## config.mk

```make
export PLATFORM = sky130hd
export DESIGN_NAME = adder_arbiter_flat
export DESIGN_NICKNAME = d
export VERILOG_FILES = /design/src/rtl/adder_arbiter_if.sv /design/src/rtl/adder_arbiter.sv /design/src/flat_wrapper.sv
export SDC_FILE = /design/constraint.sdc
export NUM_CORES = 1
export LEC_CHECK = 0
export ABC_AREA = 1
export CORE_UTILIZATION = 49
export CTS_CLUSTER_SIZE = 30
export DETAILED_ROUTE_END_ITERATION = 8
export PLACE_DENSITY_LB_ADDON = 0.15
export SYNTH_ARGS = -nofsm -noshare
export SYNTH_HDL_FRONTEND = slang
export SYNTH_SLANG_ARGS = --single-unit
```

## constraint.sdc

```tcl
create_clock -name clk -period 3.15 [get_ports clk]
set_input_delay 0.63 -clock clk [delete_from_list [all_inputs] [get_ports clk]]
set_output_delay 0.63 -clock clk [all_outputs]
set_load 0.02 [all_outputs]
```

## src/rtl/adder_arbiter_if.sv

```systemverilog
// Request/response bundle for adder_arbiter: two operand requesters and one
// valid/ready response channel. The arbiter takes the slave side.
interface adder_arbiter_if #(
  parameter int WIDTH = 6
);
  logic             req0_valid;
  logic             req0_ready;
  logic [WIDTH-1:0] req0_a;
  logic [WIDTH-1:0] req0_b;
  logic             req0_cin;

  logic             req1_valid;
  logic             req1_ready;
  logic [WIDTH-1:0] req1_a;
  logic [WIDTH-1:0] req1_b;
  logic             req1_cin;

  logic             rsp_valid;
  logic             rsp_ready;
  logic             rsp_id;
  logic [WIDTH-1:0] rsp_sum;
  logic             rsp_cout;
  logic             rsp_g;
  logic             rsp_p;
  logic             rsp_ovf;

  modport slave (
    input  req0_valid, req0_a, req0_b, req0_cin,
    input  req1_valid, req1_a, req1_b, req1_cin,
    input  rsp_ready,
    output req0_ready, req1_ready,
    output rsp_valid, rsp_id, rsp_sum, rsp_cout, rsp_g, rsp_p, rsp_ovf
  );

  modport master (
    output req0_valid, req0_a, req0_b, req0_cin,
    output req1_valid, req1_a, req1_b, req1_cin,
    output rsp_ready,
    input  req0_ready, req1_ready,
    input  rsp_valid, rsp_id, rsp_sum, rsp_cout, rsp_g, rsp_p, rsp_ovf
  );
endinterface

```

## src/rtl/adder_arbiter.sv

```systemverilog
// Round-robin arbiter in front of one shared carry-lookahead adder stage.
// Define ADDER_ARB_OVF_EN to build the signed-overflow flag; otherwise rsp_ovf is 0.
module adder_arbiter #(
  parameter int WIDTH     = 6,
  parameter int PRIO_INIT = 0
) (
  input logic           clk,
  input logic           rst_n,
  adder_arbiter_if.slave bus
);

  typedef enum logic [1:0] {IDLE, CALC, RESP} state_t;

  localparam logic LAST_ID_INIT = (PRIO_INIT == 0) ? 1'b1 : 1'b0;

  state_t           state;
  logic             last_id;
  logic [WIDTH-1:0] a_q;
  logic [WIDTH-1:0] b_q;
  logic             cin_q;
  logic             id_q;

  logic             grant0;
  logic             grant1;
  logic             take0;
  logic             take1;

  logic [WIDTH-1:0] gen;
  logic [WIDTH-1:0] prop;
  logic [WIDTH-1:0] half;
  logic [WIDTH:0]   carry;
  logic             grp_g;
  logic [WIDTH-1:0] sum_next;

  // On a tie, the requester that was not served last wins.
  always_comb begin
    grant0 = bus.req0_valid & (~bus.req1_valid | last_id);
    grant1 = bus.req1_valid & (~bus.req0_valid | ~last_id);
  end

  assign take0          = rst_n & (state == IDLE) & grant0;
  assign take1          = rst_n & (state == IDLE) & grant1;
  assign bus.req0_ready = take0;
  assign bus.req1_ready = take1;

  // NOTE: every variable gets a value before the loop so no path leaves it
  // unassigned; otherwise synthesis infers a latch.
  always_comb begin
    gen      = a_q & b_q;
    prop     = a_q | b_q;
    half     = a_q ^ b_q;
    carry    = '0;
    grp_g    = 1'b0;
    carry[0] = cin_q;
    for (int i = 0; i < WIDTH; i++) begin
      carry[i+1] = gen[i] | (prop[i] & carry[i]);
      grp_g      = gen[i] | (prop[i] & grp_g);
    end
    sum_next = half ^ carry[WIDTH-1:0];
  end

  // NOTE: all state here uses non-blocking assignments so every register
  // samples pre-edge values regardless of statement order.
  always_ff @(posedge clk or negedge rst_n) begin
    if (!rst_n) begin
      state         <= IDLE;
      last_id       <= LAST_ID_INIT;
      a_q           <= '0;
      b_q           <= '0;
      cin_q         <= 1'b0;
      id_q          <= 1'b0;
      bus.rsp_valid <= 1'b0;
      bus.rsp_id    <= 1'b0;
      bus.rsp_sum   <= '0;
      bus.rsp_cout  <= 1'b0;
      bus.rsp_g     <= 1'b0;
      bus.rsp_p     <= 1'b0;
    end else begin
      unique case (state)
        IDLE: begin
          if (take0) begin
            a_q   <= bus.req0_a;
            b_q   <= bus.req0_b;
            cin_q <= bus.req0_cin;
            id_q  <= 1'b0;
            state <= CALC;
          end else if (take1) begin
            a_q   <= bus.req1_a;
            b_q   <= bus.req1_b;
            cin_q <= bus.req1_cin;
            id_q  <= 1'b1;
            state <= CALC;
          end
        end
        CALC: begin
          bus.rsp_id    <= id_q;
          bus.rsp_sum   <= sum_next;
          bus.rsp_cout  <= carry[WIDTH];
          bus.rsp_g     <= grp_g;
          bus.rsp_p     <= &prop;
          bus.rsp_valid <= 1'b1;
          state         <= RESP;
        end
        RESP: begin
          // Results stay frozen until the consumer takes them.
          if (bus.rsp_ready) begin
            bus.rsp_valid <= 1'b0;
            last_id       <= bus.rsp_id;
            state         <= IDLE;
          end
        end
        default: state <= IDLE;
      endcase
    end
  end

`ifdef ADDER_ARB_OVF_EN
  logic ovf_q;

  // Two's-complement overflow: carry into the sign bit differs from carry out.
  always_ff @(posedge clk or negedge rst_n) begin
    if (!rst_n) begin
      ovf_q <= 1'b0;
    end else if (state == CALC) begin
      ovf_q <= carry[WIDTH] ^ carry[WIDTH-1];
    end
  end

  assign bus.rsp_ovf = ovf_q;
`else
  assign bus.rsp_ovf = 1'b0;
`endif

endmodule

```

## src/flat_wrapper.sv

```systemverilog
// flat-port wrapper written by rule: the top's interface ports become plain ports
module adder_arbiter_flat 
#(
  parameter int WIDTH     = 6,
  parameter int PRIO_INIT = 0
)
  (clk, rst_n, bus_req0_valid, bus_req0_a, bus_req0_b, bus_req0_cin, bus_req1_valid, bus_req1_a, bus_req1_b, bus_req1_cin, bus_rsp_ready, bus_req0_ready, bus_req1_ready, bus_rsp_valid, bus_rsp_id, bus_rsp_sum, bus_rsp_cout, bus_rsp_g, bus_rsp_p, bus_rsp_ovf);
  adder_arbiter_if #(.WIDTH(WIDTH)) bus_i ();
  input logic clk;
  input logic rst_n;
  input wire logic [$bits(bus_i.req0_valid)-1:0] bus_req0_valid;
  input wire logic [$bits(bus_i.req0_a)-1:0] bus_req0_a;
  input wire logic [$bits(bus_i.req0_b)-1:0] bus_req0_b;
  input wire logic [$bits(bus_i.req0_cin)-1:0] bus_req0_cin;
  input wire logic [$bits(bus_i.req1_valid)-1:0] bus_req1_valid;
  input wire logic [$bits(bus_i.req1_a)-1:0] bus_req1_a;
  input wire logic [$bits(bus_i.req1_b)-1:0] bus_req1_b;
  input wire logic [$bits(bus_i.req1_cin)-1:0] bus_req1_cin;
  input wire logic [$bits(bus_i.rsp_ready)-1:0] bus_rsp_ready;
  output wire logic [$bits(bus_i.req0_ready)-1:0] bus_req0_ready;
  output wire logic [$bits(bus_i.req1_ready)-1:0] bus_req1_ready;
  output wire logic [$bits(bus_i.rsp_valid)-1:0] bus_rsp_valid;
  output wire logic [$bits(bus_i.rsp_id)-1:0] bus_rsp_id;
  output wire logic [$bits(bus_i.rsp_sum)-1:0] bus_rsp_sum;
  output wire logic [$bits(bus_i.rsp_cout)-1:0] bus_rsp_cout;
  output wire logic [$bits(bus_i.rsp_g)-1:0] bus_rsp_g;
  output wire logic [$bits(bus_i.rsp_p)-1:0] bus_rsp_p;
  output wire logic [$bits(bus_i.rsp_ovf)-1:0] bus_rsp_ovf;
  assign bus_i.req0_valid = bus_req0_valid;
  assign bus_i.req0_a = bus_req0_a;
  assign bus_i.req0_b = bus_req0_b;
  assign bus_i.req0_cin = bus_req0_cin;
  assign bus_i.req1_valid = bus_req1_valid;
  assign bus_i.req1_a = bus_req1_a;
  assign bus_i.req1_b = bus_req1_b;
  assign bus_i.req1_cin = bus_req1_cin;
  assign bus_i.rsp_ready = bus_rsp_ready;
  assign bus_req0_ready = bus_i.req0_ready;
  assign bus_req1_ready = bus_i.req1_ready;
  assign bus_rsp_valid = bus_i.rsp_valid;
  assign bus_rsp_id = bus_i.rsp_id;
  assign bus_rsp_sum = bus_i.rsp_sum;
  assign bus_rsp_cout = bus_i.rsp_cout;
  assign bus_rsp_g = bus_i.rsp_g;
  assign bus_rsp_p = bus_i.rsp_p;
  assign bus_rsp_ovf = bus_i.rsp_ovf;
  adder_arbiter #(.WIDTH(WIDTH), .PRIO_INIT(PRIO_INIT)) u_core (.clk(clk), .rst_n(rst_n), .bus(bus_i));
endmodule
```

==> summary.txt <==
Cells and area
  • Layout filler cell count: 318
  • Final #Nets: 310
  • Synthesis-to-layout area growth: 31.3%
  • Share of cells above drive strength 1: 10.0%
  • Ant. Diodes: 0

Global routing
  • Met1 usage: approximately a quarter
  • GR peak layer: met2
  • Met2 Use GR: 30.3%
  • Number of global-route vias before repair: approximately 1200
  • Initial antenna violation count: 0
  • M3 GR Usage: ~1.9%
  • Largest net degree at the start of global routing: 29
  • First-pass GRT wire length: 5150 um
  • Grt total ovfl: 0
  • Gr usage total: 18.1%

Logic synthesis
  • Synth Register Bits: 28
  • Post-Syn Instances: 211
  • Avg Cell Area, Syn: around 8.2 sq um
  • Post-Syn Area: 0.00174 sq mm
  • Post-Synth XOR/XNOR Area: 0%
  • Mux share of post-synthesis cell area: 0%
  • Synth Area in Adders: around 16%
  • Simple-gate portion of the synthesized area: 29.0%
  • Post-Syn Nets: 260
  • Sequential cell area fraction in the yosys report: around 40%
  • Yosys Warn Count: 0
  • Number of distinct library cells after synthesis: 24
  • Largest family of logic cells by synthesized area: simple AND/OR/NAND/NOR gates
  • Post-synthesis compound-gate area fraction: between 5 and 6%

Drt
  • Detailed-route wire length per cell: 10.0 um
  • Routed Antenna Nets: 0
  • Detailed Route Iter0 Violations: 36
  • Post-Route WL: 3060 um
  • Vias: 1381
  • DR pass1 iterations: 4
  • Routed vias/inst: 4.51
  • Residual DRC: 0

Power
  • Leakage: 1.19 nW
  • PD cells: 787 mW/mm^2
  • Worst VDD drop: ~0.0003 V

Clock network
  • Cts bufs inserted: 3
  • Register clock-pin slew on the reported worst setup and hold paths: 0.14 ns
  • Latest clock arrival within the worst-skew pair: 0.33 ns
  • CTS Buffer Depth: 2
  • Hold-fix buffers, CTS: 0
  • H-tree Lvls: 1
  • CTS tree: built
  • Clock sinks: 28
  • CTS root buf: clkbuf_4

Outcome
  • Status: complete, no violations

Setup path
  • Crit-path slowest cell: fa_1
  • Worst r2r src: u_core.a_q[0]
  • CP Depth: 10
  • Largest fanout on the critical path: 3
  • Max incr delay on CP: 0.53 ns
  • CP Capture Type: register
  • Req. time, crit path: 3.36 ns
  • Arrival @ worst endpoint: 3.17 ns
  • Worst path top cell family by delay: adder cells
  • R2R depth: 10
  • Critical Path Source: u_core.a_q[0]
  • CP Launch Type: register
  • Buf+Inv Stages, Crit Path: 3
  • Setup slack, reg-to-reg: 0.19 ns
  • Worst-path cell chain: inv_1 > fa_1 > inv_1 > fa_1 > fa_1 > inv_1 > fa_1 > fa_2 > fa_1 > o21ai_0
  • Critical Path Most Common Cell: fa_1
  • CP Class: register to register
  • CP endpoint: u_core.bus.rsp_sum[5]
  • Worst R2R End: u_core.bus.rsp_sum[5]

STA
  • Setup TNS: 0 ns
  • RSZ-0062 raised after global routing: no
  • Post-route clock period utilization: around 94%
  • Skew final: 0.00196 ns
  • Tmin final: a little under 3 ns
  • Final Hold Vio Count: 0
  • Final Max Tran Viols: 0
  • Final hold slack: 0.488 ns
  • Peak Freq: 0.338 GHz
  • Final count of negative-setup-slack endpoints: 0

Flow run
  • Max cap viols: 0

Floorplan
  • Overall die area: 0.00379 sq mm
  • Die height: between 60 and 70 um
  • Placement Rows: 21
  • I/O pin count: 45
  • Die width: 61.5 um
  • CORE AREA: around 0.0034 sq mm
  • Initial Util: 51.6%

Placement
  • Placer Congestion: 0.748
  • Final HPWL DP: 2380 um
  • IO buf count: 43

Hold path
  • Hold crit path type: register to register
==> how the worst min path moves through the flow <==
| stage | start | end | slack, ns | cells after the start |
|---|---|---|---|---|
| finish | u_core.bus.rsp_sum[2] | u_core.bus.rsp_sum[2] | 0.49 | 2 |
| global route | u_core.bus.rsp_p | u_core.bus.rsp_p | 0.53 | 2 |
| CTS | u_core.bus.rsp_sum[2] | u_core.bus.rsp_sum[2] | 0.49 | 2 |
| detailed placement | u_core.bus.rsp_sum[2] | u_core.bus.rsp_sum[2] | 0.46 | 2 |
| global placement | u_core.bus.rsp_sum[2] | u_core.bus.rsp_sum[2] | 0.45 | 2 |
| floorplan | rst_n | u_core.a_q[0] | 0.33 | 0 |
==> logic make-up (layout without fill, tap and decap cells) <==
family                     Yosys count  after routing
AOI/OAI and AO/OA                   15             15
adders and majority gates           18             18
buffers and inverters               36             85
DFF                                 28             28
other                                1              1
and+or+nand+nor                    113            113
==> timing repair <==
| action | CTS | global route |
|---|---|---|
| endpoints found under the setup margin | 0 | 2 |
| resized for setup | 0 | 1 |
| buffers inserted | 0 | 5 |
| hold endpoints to repair | 0 | 0 |
==> stage by stage <==
| stage | cell area [sq um] | instances | utilization, % | worst slack (ns) | total power [mW] |
|---|---|---|---|---|---|
| after global placement | 2200 | 297 | 65.6 | 0.170 | 1.57 |
| final | 2280 | 306 | 67.8 | 0.194 | 1.79 |
| after global routing | 2280 | 306 | 67.8 | 0.0200 | 2.00 |
| after floorplan | 1740 | 211 | - | 0.260 | 1.29 |
| after CTS | 2240 | 301 | 66.6 | 0.101 | 1.77 |
| after detailed placement | 2200 | 297 | 65.6 | 0.118 | 1.60 |
==> tightest hold or removal path, stage by stage, from the launching register on <==
cell and delay, ns:
dfrtp_1 0.37, nand2_1 0.05, nand2_1 0.04
==> area by class of cell <==
class	instances	area [sq um]	share of cell area (%)
multi-input cells	147	875	38.3
flip-flops and latches	28	702	30.8
repair buffers	53	505	22.2
inverters	28	105	4.61
well taps	46	57.6	2.52
clock buffers	4	36.3	1.59
==> report_power, final <==
| group | switching [mW] | total, mW | leakage [nW] | internal (mW) |
|---|---|---|---|---|
| Combinational | 0.531 | 0.969 | 0.820 | 0.438 |
| Sequential | 0.122 | 0.653 | 0.347 | 0.531 |
| Clock | 0.103 | 0.173 | 0.0210 | 0.0708 |
==> synthesized netlist by cell type <==
cell type | instances | area (sq um)
nand2_1 | 69 | 259
dfrtp_1 | 27 | 676
nand3_1 | 27 | 135
inv_1 | 26 | 97.6
ha_1 | 12 | 150
nor2_1 | 10 | 37.5
o21ai_0 | 9 | 45.0
fa_1 | 6 | 120
buf_2 | 4 | 20.0
nand2_4 | 3 | 33.8
a21oi_1 | 2 | 10.0
buf_4 | 2 | 15.0
buf_6 | 2 | 22.5
inv_2 | 2 | 7.51
a21boi_1 | 1 | 7.51
a21boi_4 | 1 | 18.8
conb_1 | 1 | 3.75
dfstp_2 | 1 | 26.3
nand2_2 | 1 | 6.26
nor2_2 | 1 | 6.26
nor2_8 | 1 | 20.0
o21ai_1 | 1 | 5.00
o31ai_1 | 1 | 7.51
or2_2 | 1 | 6.26
==> per-layer routing <==
layer | vias to the layer above | wire (um)
met2 | 45 | 1410
met5 | - | 0
met1 | 593 | 1520
li1 | 741 | -
met3 | 2 | 113
met4 | 0 | 21
==> cells in the final DEF (no fill, tap or decap), types with 2 or more instances in the layout <==
master	instances
inv_1	26
fa_1	5
clkdlybuf4s50_1	43
nor2_1	10
clkbuf_4	3
nand2_1	69
buf_4	10
ha_1	12
nand3_1	27
a21oi_1	2
nand2_4	3
dfrtp_1	27
inv_2	2
o21ai_0	9
==> state kept, by name (all words and copies together) (netlist names) <==
signal and flops:
u_core.bus.rsp_p 1, u_core.a_q 6, u_core.state 2, u_core.bus.rsp_valid 1
u_core.b_q 6, u_core.bus.rsp_id 1, u_core.bus.rsp_g 1, u_core.bus.rsp_cout 1
u_core.id_q 1, u_core.last_id 1, u_core.cin_q 1, u_core.bus.rsp_sum 6
Note: power is estimated with default switching activity, not from simulation.
